--- src/rtl/sisc_pkg.sv ---
// Shared constants and types for the SISC multicycle control unit.
// Holds opcode values, the control state enum, ALU op encodings and the
// bit positions of the {C,N,V,Z} status register.
package sisc_pkg;

  // Opcodes carried in ir[31:28]; anything not listed here behaves as NOOP
  localparam logic [3:0] OP_NOOP   = 4'h0;
  localparam logic [3:0] OP_REG_OP = 4'h1;
  localparam logic [3:0] OP_REG_IM = 4'h2;
  localparam logic [3:0] OP_BRA    = 4'h4;
  localparam logic [3:0] OP_BRR    = 4'h5;
  localparam logic [3:0] OP_BNE    = 4'h6;
  localparam logic [3:0] OP_BNR    = 4'h7;
  localparam logic [3:0] OP_HLT    = 4'hF;

  // ALU operation encodings driven on alu_op
  localparam logic [3:0] ALU_NONE = 4'b0000;
  localparam logic [3:0] ALU_REG  = 4'b0001;
  localparam logic [3:0] ALU_IMM  = 4'b0011;

  // Bit positions inside the status register {C,N,V,Z}
  localparam int STAT_Z = 0;
  localparam int STAT_V = 1;
  localparam int STAT_N = 2;
  localparam int STAT_C = 3;

  // Control sequencer states
  typedef enum logic [2:0] {
    S_START0    = 3'd0,
    S_START1    = 3'd1,
    S_FETCH     = 3'd2,
    S_DECODE    = 3'd3,
    S_EXECUTE   = 3'd4,
    S_MEM       = 3'd5,
    S_WRITEBACK = 3'd6,
    S_HALT      = 3'd7
  } state_e;

  // ALU op selected for an instruction while it executes
  function automatic logic [3:0] alu_op_for(input logic [3:0] op);
    case (op)
      OP_REG_OP: alu_op_for = ALU_REG;
      OP_REG_IM: alu_op_for = ALU_IMM;
      default:   alu_op_for = ALU_NONE;
    endcase
  endfunction

endpackage

--- src/rtl/sisc_br_cond.sv ---
// Combinational branch evaluator for the SISC control unit.
// Decides whether a branch opcode is taken from the condition mask and
// the status flags, and reports whether the branch target is absolute.
module sisc_br_cond
  import sisc_pkg::*;
(
  input  logic [3:0] opcode,
  input  logic [3:0] mm,
  input  logic [3:0] stat,
  output logic       taken,
  output logic       br_sel
);

  logic hit;

  // A branch condition matches when any masked status flag is set
  always_comb begin
    hit = (mm[STAT_Z] & stat[STAT_Z]) |
          (mm[STAT_V] & stat[STAT_V]) |
          (mm[STAT_N] & stat[STAT_N]) |
          (mm[STAT_C] & stat[STAT_C]);
  end

  // BRA/BRR branch on a match, BNE/BNR on no match; BRA/BNE use absolute targets
  always_comb begin
    taken  = 1'b0;
    br_sel = 1'b0;
    case (opcode)
      OP_BRA: begin taken = hit;  br_sel = 1'b1; end
      OP_BRR: begin taken = hit;  br_sel = 1'b0; end
      OP_BNE: begin taken = !hit; br_sel = 1'b1; end
      OP_BNR: begin taken = !hit; br_sel = 1'b0; end
      default: begin taken = 1'b0; br_sel = 1'b0; end
    endcase
  end

endmodule

--- src/rtl/sisc_ctrl.sv ---
// Multicycle control unit of the SISC processor.
// Steps every instruction through FETCH, DECODE, EXECUTE, MEM and WRITEBACK
// and drives the datapath controls combinationally from the current state.
// Define CTRL_TRACE_EN to print a simulation trace of state transitions.
module sisc_ctrl
  import sisc_pkg::*;
(
  input  logic       clk,
  input  logic       rst_f,
  input  logic [3:0] opcode,
  input  logic [3:0] mm,
  input  logic [3:0] stat,
  output logic       rf_we,
  output logic [3:0] alu_op,
  output logic       wb_sel,
  output logic       br_sel,
  output logic       pc_rst,
  output logic       pc_write,
  output logic       pc_sel,
  output logic       ir_load
);

  state_e state_q, state_d;
  logic   br_taken;
  logic   br_abs;

  sisc_br_cond u_br_cond (
    .opcode (opcode),
    .mm     (mm),
    .stat   (stat),
    .taken  (br_taken),
    .br_sel (br_abs)
  );

  // State register; reset drops back to START0 at once, even mid-instruction
  always_ff @(posedge clk or negedge rst_f) begin
    if (!rst_f) state_q <= S_START0;
    else        state_q <= state_d;
  end

  // Next-state sequencing; HLT diverts to HALT after EXECUTE and stays there
  always_comb begin
    state_d = state_q;
    case (state_q)
      S_START0:    state_d = S_START1;
      S_START1:    state_d = S_FETCH;
      S_FETCH:     state_d = S_DECODE;
      S_DECODE:    state_d = S_EXECUTE;
      S_EXECUTE:   state_d = (opcode == OP_HLT) ? S_HALT : S_MEM;
      S_MEM:       state_d = S_WRITEBACK;
      S_WRITEBACK: state_d = S_FETCH;
      S_HALT:      state_d = S_HALT;
      default:     state_d = S_START0;
    endcase
  end

  // Datapath controls decoded from state, opcode and branch outcome
  always_comb begin
    rf_we    = 1'b0;
    alu_op   = ALU_NONE;
    wb_sel   = 1'b0;
    br_sel   = 1'b0;
    pc_rst   = 1'b0;
    pc_write = 1'b0;
    pc_sel   = 1'b0;
    ir_load  = 1'b0;
    case (state_q)
      S_START0: pc_rst = 1'b1;
      S_FETCH: begin
        ir_load  = 1'b1;
        pc_write = 1'b1;
        pc_sel   = 1'b0;
      end
      S_DECODE: begin
        br_sel = br_abs;
        if (br_taken) begin
          pc_write = 1'b1;
          pc_sel   = 1'b1;
        end
      end
      S_EXECUTE, S_MEM: alu_op = alu_op_for(opcode);
      S_WRITEBACK: begin
        alu_op = alu_op_for(opcode);
        if ((opcode == OP_REG_OP) || (opcode == OP_REG_IM)) begin
          rf_we  = 1'b1;
          wb_sel = 1'b0;
        end
      end
      default: ;
    endcase
  end

`ifdef CTRL_TRACE_EN
  // Simulation trace of every state change and of entry into HALT
  always @(posedge clk) begin
    if (rst_f && (state_d != state_q)) begin
      $display("[sisc_ctrl] %s -> %s opcode=%h mm=%b", state_q.name(), state_d.name(), opcode, mm);
      if (state_d == S_HALT)
        $display("[sisc_ctrl] HALT entered");
    end
  end
`endif

endmodule

--- config.mk ---
export PLATFORM = sky130hd
export DESIGN_NAME = sisc_ctrl
export DESIGN_NICKNAME = d
export VERILOG_FILES = /design/src/rtl/sisc_pkg.sv /design/src/rtl/sisc_br_cond.sv /design/src/rtl/sisc_ctrl.sv
export SDC_FILE = /design/constraint.sdc
export NUM_CORES = 1
export LEC_CHECK = 0
export ABC_AREA = 1
export CORE_AREA = 2 2 39 41
export DETAILED_ROUTE_END_ITERATION = 10
export DIE_AREA = 0 0 41 43
export DONT_BUFFER_PORTS = 1
export GPL_TIMING_DRIVEN = 1
export PLACE_DENSITY = 0.37
export SLEW_MARGIN = 20
export SYNTH_ARGS = -nofsm -noshare
export SYNTH_HDL_FRONTEND = slang
export SYNTH_SLANG_ARGS = --single-unit
--- constraint.sdc ---
create_clock -name clk -period 1.2 [get_ports clk]
set_input_delay 0.24 -clock clk [delete_from_list [all_inputs] [get_ports clk]]
set_output_delay 0.24 -clock clk [all_outputs]
set_load 0.005 [all_outputs]
==> metrics <==
root buffer cell clkbuf_4; clock share of power 19.4%; die area approximately 1800 sq um; Comb power frac 56.4%; r2r setup slk approximately 240 ps; Final Cycle Share 108%; register area share after synthesis approximately 25%; routing usage on met2 13.8%; CP startpoint kind register; r2r startpoint state_q[0]; R2R depth 4; CP Class register to primary output; CTS sink count 3; GRT Overall Usage a little over a tenth; Cell Pwr Density ~2200 nW/um^2; placed wire-length estimate 578 um; vias approximately 310; critical-path maximum fanout 5; clock buffer count from CTS 3; Final Slew Violations 0; RR Endpoint state_q[0]; Core Area 1380 sq um; max-cap violations 0; ANT cells 0; number of flops mapped to enable cells by yosys 0; grt ovf 0; Worst EP required about 960 ps; Clock Path Buffers 2; setup ws final -102 ps; final wirelength just over 700 um; drt pass-1 iters 4; RSZ-0062 raised after global routing yes; Port Buf Inserts 0; Syn Area/Cell about 6 sq um; DRC viols 0; row count 14; vias per inst 4.23; Synth Cell Area roughly 300 sq um; vias in the first global route around 310; Final Wtd Congestion just over 0.7; largest net degree at the start of global routing 6; Final Hold Viols 0; Hold Crit Class primary input to asynchronous set/reset pin; area grow syn2layout 39.0%; Final setup viols 7; placed insts 68; final clock skew around 1.9 ps; worst hold margin 259 ps; antenna violations before repair 0; crit path DAT 1060 ps; Top FF cell, synth dfrtp_1; Synth Warn # 0; Wirelength per Cell ~9.8 um; Final Non-Filler Cells 74; Final Power ~0.91 mW; routing usage on met1 13.4%; met3 Usage GRT ~3.7%; net switching power figure a little under 0.4 mW; slowest stage cell, crit path dfrtp_2; CTS tree built; Crit. End Element primary output; final net count 73; die height around 43 um; share of cells above drive strength 1 roughly 33%; #FFs+latches synth 3; status finished, violations left; Initial DRC Count 6; Peak supply drop between 0.5 and 0.6 mV; Lkg Pwr ~0.2 nW; global-route wire length before repair roughly 1200 um; post-synthesis async set-or-reset flop share 100%; Final ANT Viol Nets 0; H-tree Lvls 1; Die W 41 um; Clock Latency Late Sink roughly 230 ps; worst path cell trace nor3_2 > nand3_1 > inv_1; Crit path largest cell delay 440 ps; boundary pin count 25; GRT Max-Usage Layer met2; Yosys cell types 15; Fmax achieved around 770 MHz; Initial Util approximately a fifth; failing checks setup timing; final critical-path required period about 1300 ps; Reg power frac 24.3%; Internal Power 0.518 mW; cells after synthesis 50; Net Sw Frac between 40% and 50%; Reg clk slew, reported paths ~40 ps
-- metrics by stage --
step | utilization (%) | setup slack [ps] | TNS [ps] | cell area, sq um
floorplan | - | 138 | 0 | 303
global placement | 23.5 | 89.3 | 0 | 325
detailed placement | 23.5 | 119 | 0 | 325
CTS | 28.8 | -107 | -465 | 398
global route | 29.7 | -200 | -935 | 410
finish | 29.7 | -102 | -379 | 410
-- power groups by stage --
| stage | Combinational (mW) | Sequential [mW] | Clock [mW] |
|---|---|---|---|
| after detailed placement | 0.396 | 0.212 | 0 |
| final | 0.513 | 0.221 | 0.176 |
| after floorplan | 0.268 | 0.204 | 0 |
| after global placement | 0.413 | 0.212 | 0 |
| after global routing | 0.594 | 0.227 | 0.185 |
| after CTS | 0.470 | 0.220 | 0.182 |
-- worst max path at each step --
stage	startpoint	end	slack, ps
after floorplan	state_q[0]	pc_write	140
after global placement	register	alu_op[1]	90
after detailed placement	state_q[1]	alu_op[1]	120
after CTS	register	pc_write	-110
after global routing	state_q[1]	pc_write	-200
final	register	pc_sel	-100
-- synth_stat cells, types with 2 or more instances --
| library cell | number | area share, % |
|---|---|---|
| dfrtp_1 | 3 | 25 |
| nor3_1 | 2 | 3.4 |
| nand3_1 | 2 | 3.4 |
| o21ai_0 | 4 | 6.8 |
| inv_1 | 7 | 8.9 |
| nor2_1 | 6 | 7.6 |
| buf_4 | 3 | 7.6 |
| nor4_1 | 2 | 4.2 |
| nand2_1 | 15 | 19 |
-- kinds of logic after synthesis --
kind of cell,after synthesis,share of synthesized area (%)
compound gates,4,6.78
simple gates,30,45.3
other cells,1,1.27
flops,3,25.4
buf+inv,11,18.2
xor+xnor,1,2.97
-- layer usage --
metal	share of wire [%]	vias up
li1	-	164
met1	41	135
met2	52	14
met3	6.8	0
met4	0	0
met5	0	-
-- worst max-delay path, delay by kind of cell (launching register included) --
kind                   cells  cell delay, ps
buffers and inverters      1              90
DFF                        1             440
and+or+nand+nor            2             300
-- layout make-up --
class	count	area, sq um
clock buffer	4	26.3
fill	166	973
tap	16	20.0
inverter	7	26.3
multi-input combinational	38	210
sequential	3	76.3
timing repair buffer	6	51.3
-- cells in the final DEF (no fill, tap or decap), drive strengths merged --
master and count:
buf 5, dfrtp 3, or2 1, xnor2 1, dlygate4sd3 1, nor3 3
nand3 2, nor4 2, conb 3, clkbuf 4, nand2 16, nor2 6
o21ai 4, inv 7
-- repair_timing --
| action | in CTS | in global routing |
|---|---|---|
| pin swaps | 7 | 3 |
| setup endpoints to repair | 8 | 8 |
| resized for setup | 8 | 2 |
| hold buffers | 1 | 0 |
| endpoints found under the hold margin | 3 | 0 |
| setup buffers | 0 | 2 |
(Power assumes the default switching activity.)
